## src/rtl/cpu_cycle_pkg.sv

```systemverilog
// Shared definitions for the CPU machine-cycle sequencer: cycle one-hot bit
// positions, default beat counts, next-cycle encoding (including HALT).
package cpu_cycle_pkg;

  localparam int unsigned CYC_N   = 5;
  localparam int unsigned CYC_FI  = 0;
  localparam int unsigned CYC_DST = 1;
  localparam int unsigned CYC_SRC = 2;
  localparam int unsigned CYC_EXC = 3;
  localparam int unsigned CYC_INT = 4;

  localparam int unsigned DEF_STEPS_FI  = 4;
  localparam int unsigned DEF_STEPS_SRC = 3;
  localparam int unsigned DEF_STEPS_DST = 3;
  localparam int unsigned DEF_STEPS_EXC = 2;
  localparam int unsigned DEF_STEPS_INT = 4;
  localparam int unsigned DEF_CNT_W     = 3;
  localparam int unsigned DEF_WD_LIMIT  = 15;

  typedef logic [CYC_N-1:0] cyc_vec_t;

  // NX_HALT has no cycle-register bit; it parks the sequencer instead.
  typedef enum logic [2:0] {
    NX_FI   = 3'd0,
    NX_DST  = 3'd1,
    NX_SRC  = 3'd2,
    NX_EXC  = 3'd3,
    NX_INT  = 3'd4,
    NX_HALT = 3'd7
  } nxt_cyc_e;

  typedef enum logic {
    ST_RUN  = 1'b0,
    ST_HALT = 1'b1
  } ctrl_state_e;

  typedef struct packed {
    logic need_src;
    logic need_dst;
    logic int_req;
    logic int_en;
    logic halt;
  } sel_ctl_t;

  function automatic cyc_vec_t cyc_set_vec(input nxt_cyc_e nxt);
    cyc_vec_t v;
    v = '0;
    case (nxt)
      NX_FI:   v[CYC_FI]  = 1'b1;
      NX_DST:  v[CYC_DST] = 1'b1;
      NX_SRC:  v[CYC_SRC] = 1'b1;
      NX_EXC:  v[CYC_EXC] = 1'b1;
      NX_INT:  v[CYC_INT] = 1'b1;
      default: v = '0;
    endcase
    return v;
  endfunction

endpackage

```

## src/rtl/cyc_next_sel.sv

```systemverilog
// Combinational next-cycle selector: picks the machine cycle that follows the
// current one from operand needs, interrupt state and halt.
module cyc_next_sel
  import cpu_cycle_pkg::*;
(
  input  cyc_vec_t cyc_i,
  input  sel_ctl_t ctl_i,
  output nxt_cyc_e nxt_c,
  output cyc_vec_t set_c
);

  always_comb begin
    nxt_c = NX_FI;
    if (cyc_i[CYC_FI]) begin
      if (ctl_i.need_src)      nxt_c = NX_SRC;
      else if (ctl_i.need_dst) nxt_c = NX_DST;
      else                     nxt_c = NX_EXC;
    end else if (cyc_i[CYC_SRC]) begin
      nxt_c = ctl_i.need_dst ? NX_DST : NX_EXC;
    end else if (cyc_i[CYC_DST]) begin
      nxt_c = NX_EXC;
    end else if (cyc_i[CYC_EXC]) begin
      // Interrupt outranks halt at the end of execute.
      if (ctl_i.int_req && ctl_i.int_en) nxt_c = NX_INT;
      else if (ctl_i.halt)               nxt_c = NX_HALT;
      else                               nxt_c = NX_FI;
    end
  end

  assign set_c = cyc_set_vec(nxt_c);

endmodule

```

## src/rtl/cycle_step_ctrl.sv

```systemverilog
// Beat sequencer feeding the CPU cycle register's Set_* inputs.
// Optional watchdog on wait_req stalls: define CYC_WATCHDOG_EN.
module cycle_step_ctrl
  import cpu_cycle_pkg::*;
#(
  parameter int unsigned STEPS_FI  = DEF_STEPS_FI,
  parameter int unsigned STEPS_SRC = DEF_STEPS_SRC,
  parameter int unsigned STEPS_DST = DEF_STEPS_DST,
  parameter int unsigned STEPS_EXC = DEF_STEPS_EXC,
  parameter int unsigned STEPS_INT = DEF_STEPS_INT,
  parameter int unsigned CNT_W     = DEF_CNT_W,
  parameter int unsigned WD_LIMIT  = DEF_WD_LIMIT
)(
  input  logic             clk,
  input  logic             Reset,
  input  logic             FI,
  input  logic             DST,
  input  logic             SRC,
  input  logic             EXC,
  input  logic             INT,
  input  logic             need_src,
  input  logic             need_dst,
  input  logic             int_req,
  input  logic             int_en,
  input  logic             halt,
  input  logic             run,
  input  logic             wait_req,
  output logic             Set_FI,
  output logic             Set_SRC,
  output logic             Set_DST,
  output logic             Set_EXC,
  output logic             Set_INT,
  output logic [CNT_W-1:0] step,
  output logic             last_step,
  output logic             halted,
  output logic             cyc_err,
  output logic             bus_err
);

  localparam int unsigned SC_W = CNT_W + 1;

  ctrl_state_e      state_q, state_d;
  logic [CNT_W-1:0] step_q, step_d;
  cyc_vec_t         set_q, set_d;
  logic             cyc_err_q, cyc_err_d;

  cyc_vec_t         cyc_v;
  sel_ctl_t         ctl;
  nxt_cyc_e         nxt_c;
  cyc_vec_t         sel_set_c;
  logic [SC_W-1:0]  steps_cur_c;
  logic [CNT_W-1:0] last_idx_c;
  logic             wd_fire_c;

  always_comb begin
    cyc_v          = '0;
    cyc_v[CYC_FI]  = FI;
    cyc_v[CYC_DST] = DST;
    cyc_v[CYC_SRC] = SRC;
    cyc_v[CYC_EXC] = EXC;
    cyc_v[CYC_INT] = INT;
  end

  assign ctl = '{need_src: need_src, need_dst: need_dst, int_req: int_req,
                 int_en: int_en, halt: halt};

  cyc_next_sel u_sel (
    .cyc_i (cyc_v),
    .ctl_i (ctl),
    .nxt_c (nxt_c),
    .set_c (sel_set_c)
  );

  // Beat count of the current cycle; an illegal vector falls back to FI.
  always_comb begin
    steps_cur_c = SC_W'(STEPS_FI);
    if (cyc_v[CYC_DST])      steps_cur_c = SC_W'(STEPS_DST);
    else if (cyc_v[CYC_SRC]) steps_cur_c = SC_W'(STEPS_SRC);
    else if (cyc_v[CYC_EXC]) steps_cur_c = SC_W'(STEPS_EXC);
    else if (cyc_v[CYC_INT]) steps_cur_c = SC_W'(STEPS_INT);
  end

  assign last_idx_c = CNT_W'(steps_cur_c - SC_W'(1));

`ifdef CYC_WATCHDOG_EN
  localparam int unsigned WD_W = $clog2(WD_LIMIT + 1);

  logic [WD_W-1:0] wd_cnt_q, wd_cnt_d;
  logic            bus_err_q, bus_err_d;

  always_comb begin
    wd_fire_c = wait_req && (wd_cnt_q == WD_W'(WD_LIMIT - 1));
    wd_cnt_d  = (wait_req && !wd_fire_c) ? wd_cnt_q + WD_W'(1) : '0;
    bus_err_d = wd_fire_c;
  end

  always_ff @(posedge clk) begin
    if (!Reset) begin
      wd_cnt_q  <= '0;
      bus_err_q <= 1'b0;
    end else begin
      wd_cnt_q  <= wd_cnt_d;
      bus_err_q <= bus_err_d;
    end
  end

  assign bus_err = bus_err_q;
`else
  localparam int unsigned wd_limit_unused = WD_LIMIT;

  assign wd_fire_c = 1'b0;
  assign bus_err   = 1'b0;
`endif

  // Cycle inputs are only trusted outside the clk carrying a Set_* pulse.
  always_comb begin
    state_d   = state_q;
    step_d    = step_q;
    set_d     = '0;
    cyc_err_d = cyc_err_q;
    if (wd_fire_c) begin
      step_d  = '0;
      set_d   = cyc_set_vec(NX_INT);
      state_d = ST_RUN;
    end else begin
      case (state_q)
        ST_HALT: begin
          step_d = '0;
          if (int_req && int_en) begin
            set_d   = cyc_set_vec(NX_INT);
            state_d = ST_RUN;
          end else if (run) begin
            set_d   = cyc_set_vec(NX_FI);
            state_d = ST_RUN;
          end
        end
        ST_RUN: begin
          if ((set_q == '0) && !$onehot(cyc_v)) begin
            set_d     = cyc_set_vec(NX_FI);
            step_d    = '0;
            cyc_err_d = 1'b1;
          end else if (!wait_req) begin
            if (step_q < last_idx_c) begin
              step_d = step_q + CNT_W'(1);
            end else begin
              step_d = '0;
              if (nxt_c == NX_HALT) state_d = ST_HALT;
              else                  set_d   = sel_set_c;
            end
          end
        end
      endcase
    end
  end

  always_ff @(posedge clk) begin
    if (!Reset) begin
      state_q   <= ST_RUN;
      step_q    <= '0;
      set_q     <= '0;
      cyc_err_q <= 1'b0;
    end else begin
      state_q   <= state_d;
      step_q    <= step_d;
      set_q     <= set_d;
      cyc_err_q <= cyc_err_d;
    end
  end

  assign Set_FI    = set_q[CYC_FI];
  assign Set_DST   = set_q[CYC_DST];
  assign Set_SRC   = set_q[CYC_SRC];
  assign Set_EXC   = set_q[CYC_EXC];
  assign Set_INT   = set_q[CYC_INT];
  assign step      = step_q;
  assign halted    = (state_q == ST_HALT);
  assign cyc_err   = cyc_err_q;
  assign last_step = (step_q == last_idx_c) && (state_q != ST_HALT);

endmodule
```

## config.mk

```make
export PLATFORM = sky130hd
export DESIGN_NAME = cycle_step_ctrl
export DESIGN_NICKNAME = d
export VERILOG_FILES = /design/src/rtl/cpu_cycle_pkg.sv /design/src/rtl/cyc_next_sel.sv /design/src/rtl/cycle_step_ctrl.sv
export SDC_FILE = /design/constraint.sdc
export NUM_CORES = 1
export LEC_CHECK = 0
export CORE_MARGIN = 2
export CORE_UTILIZATION = 44
export CTS_BUF_LIST = sky130_fd_sc_hd__clkbuf_8
export DETAILED_ROUTE_END_ITERATION = 10
export PLACE_DENSITY = 0.8
export SYNTH_ARGS = -nofsm -noshare
export SYNTH_HDL_FRONTEND = slang
export SYNTH_SLANG_ARGS = --single-unit
```

## constraint.sdc

```tcl
create_clock -name clk -period 4.1 [get_ports clk]
set_input_delay 0.82 -clock clk [delete_from_list [all_inputs] [get_ports clk]]
set_output_delay 0.82 -clock clk [all_outputs]
set_load 0.01 [all_outputs]
```

==> results of run 1 <==
## power by group through the flow
stage,combinational [mW],clock [mW],sequential [mW]
6_report,0.0755,0.124,0.108
2_1_floorplan,0.0380,0,0.111
3_3_place_gp,0.0739,0,0.109
5_1_grt,0.0856,0.133,0.108
3_5_place_dp,0.0759,0,0.110
4_1_cts,0.0766,0.126,0.108
## state kept, by name, indices dropped and copies added, names as in the netlist
register	count
step	3
set_q	5
halted	1
cyc_err	1
## layout make-up
type | instances | area [um^2]
Timing Repair Buffer | 24 | 240.2
Sequential cell | 10 | 200.2
Fill cell | 136 | 501.7
Multi-Input combinational cell | 59 | 449.2
Tap cell | 16 | 20.02
Clock buffer | 4 | 55.05
Inverter | 6 | 22.52
## cells by family after synthesis
| logic type | Yosys count | share of synthesized area (%) |
|---|---|---|
| DFF | 10 | 29.25 |
| and+or+nand+nor | 30 | 24.68 |
| AOI/OAI and AO/OA | 18 | 20.48 |
| xor gates and xnor gates | 1 | 1.280 |
| other | 1 | 0.5479 |
| adders and majority gates | 9 | 18.65 |
| buffers and inverters | 8 | 5.118 |
## metal layers
layer  global-route usage, %  vias to the layer above
met1                   21.96                      304
met4                   5.455                        0
met2                   36.12                       21
met5                       0                        -
li1                        -                      323
met3                   6.667                        2
## cell usage in the layout, fill, tap and decap left out, types with 4 or more instances in the layout
master and instances:
nand2_1 8, inv_1 6, ha_1 7, clkbuf_8 4
nor2_1 7, a21oi_1 7, clkdlybuf4s50_1 24, dfxtp_1 10
## cells in the mapped netlist, types with 2 or more instances
cell type	count	share of area [%]
a21oi_1	7	5.1
nor2_1	7	3.8
fa_1	2	5.9
nor3_1	2	1.5
or4_4	2	3.3
o21a_1	2	2.2
o21ai_0	2	1.5
inv_1	6	3.3
nand2_1	8	4.4
ha_1	7	13
dfxtp_1	10	29
nand3b_1	2	2.2
nor2b_1	2	1.8
## how the worst min path moves through the flow
stage	cells after the start	slack, ns	endpoint	start
after floorplan	2	0.51	step[1]	step[1]
after global placement	1	0.45	cyc_err	cyc_err
after detailed placement	1	0.47	cyc_err	cyc_err
after CTS	1	0.49	cyc_err	cyc_err
after global routing	1	0.50	cyc_err	cyc_err
final	1	0.48	cyc_err	cyc_err
## metrics by stage
stage,cell area (um^2),power [mW],instances
global placement,932.1,0.1831,115
CTS,987.2,0.3109,119
detailed placement,932.1,0.1855,115
floorplan,684.4,0.1493,77
global route,987.2,0.3275,119
finish,987.2,0.3073,119
## worst max-delay path, cell delays in order
cell and delay [ns]:
clkdlybuf4s50_1 0.59, inv_1 0.10, ha_1 0.21, ha_1 0.19
xnor2_1 0.13, ha_1 0.31, and4_1 0.18, clkdlybuf4s50_1 0.53
==> metrics.txt, run 1 <==
count of different cell masters after synthesis=31; starting density of the core=45.97%; wire length per cell=12.51 um; FMAX=257.5 MHz; clock tree buffer depth=2; final WL=1489 um; PortBufs=24; Chip Height=43.44 um; syn_area_per_cell=8.888 um^2; core footprint=1489 um^2; crit path launch type=input port; Hold WS=0.4847 ns; Metal-1 WL=612 um; Worst EP arrival=3.06 ns; RSZ-0062 raised after global routing=false; critical path class=in2out; Detail Route Antenna Nets=0; half-perimeter wire length after placement=1221 um; Peak VDD IR=310.3 uV; met2 WL=772 um; Crit Reg-Reg Startpoint=step[2]; hold_buf cts=0; share of cells above drive strength 1=9.709%; Post-CTS Setup Inserts=0; Final WS setup=0.2171 ns; reg2reg path depth=5; HP Class=reg2reg; Syn Inst Count=77; # IOs=26; final setup fails=0; pre-CTS WS=0.2017 ns; gr ovfl total=0; initial antenna violation count=0; Worst Path Required=3.28 ns; Synth Cell Area=684.4 um^2; register area share after synthesis=29.25%; clock power share=40.3%; Tmin final=3.883 ns; Hold Vio Cnt, Final=0; Clock Skew=0.0007975 ns; First-pass DRT Iterations=5; # H-tree levels=1; nets=127; worst reg2reg path endpoint=set_q[4]; Worst Setup SP=SRC; Post-synth EDFFs=0; vias in the first global route=674; # clock sinks=10; Static Leak=0.3828 nW; Placer Congestion=0.7868; utilization after layout=66.30%; largest net degree at the start of global routing=10; Seq pwr share=35.1%; Switching Fraction=25.64%; Max Slew Vio Count=0; area delta synth->final=44.24%; internal power=0.2285 mW; reg2reg setup slack=2.43 ns; global-route wire length before repair=2766 um; ys async rst share=0%; final period utilization=94.71%; max-cap viol count=0; outcome=completed; crit path to=last_step; die area=1887 um^2; critical path peak fanout=6; DR DRC count=0; via count=650; metal3 WL=88 um; clk slew on worst S/H paths=0.05 ns; Starting DRT DRC Count=14; GR Util All Layers=19.88%; diodes inserted=0; CP Capture Type=primary output; post-CTS sizing=0; power density over cell area=311.2 nW/um^2; DR vias/cell=5.462; uppermost layer routed=met4; syn nets=100; Synth Flop Type=dfxtp_1; Setup TNS=0 ns; CTS buffer count=3; Warnings, synthesis=0; FF+latch count, synth=10; Die X=43.44 um; CTS tree=done; Clk Latency, worst-skew pair=0.24 ns; Combinational Power Share=24.6%; # rows=14; Net Switching=0.07878 mW; Root Buffer=clkbuf_8
Power figures use the tool's default switching activity.
==> inputs of run 2 (changes only) <==
--- a/config.mk
+++ b/config.mk
@@ -10,6 +10,7 @@
 export CTS_BUF_LIST = sky130_fd_sc_hd__clkbuf_8
 export DETAILED_ROUTE_END_ITERATION = 10
 export PLACE_DENSITY = 0.8
+export SLEW_MARGIN = 20
 export SYNTH_ARGS = -nofsm -noshare
 export SYNTH_HDL_FRONTEND = slang
 export SYNTH_SLANG_ARGS = --single-unit
==> results of run 2 <==
Same layout as run 1: the final DEF is identical, and so are final timing and power.
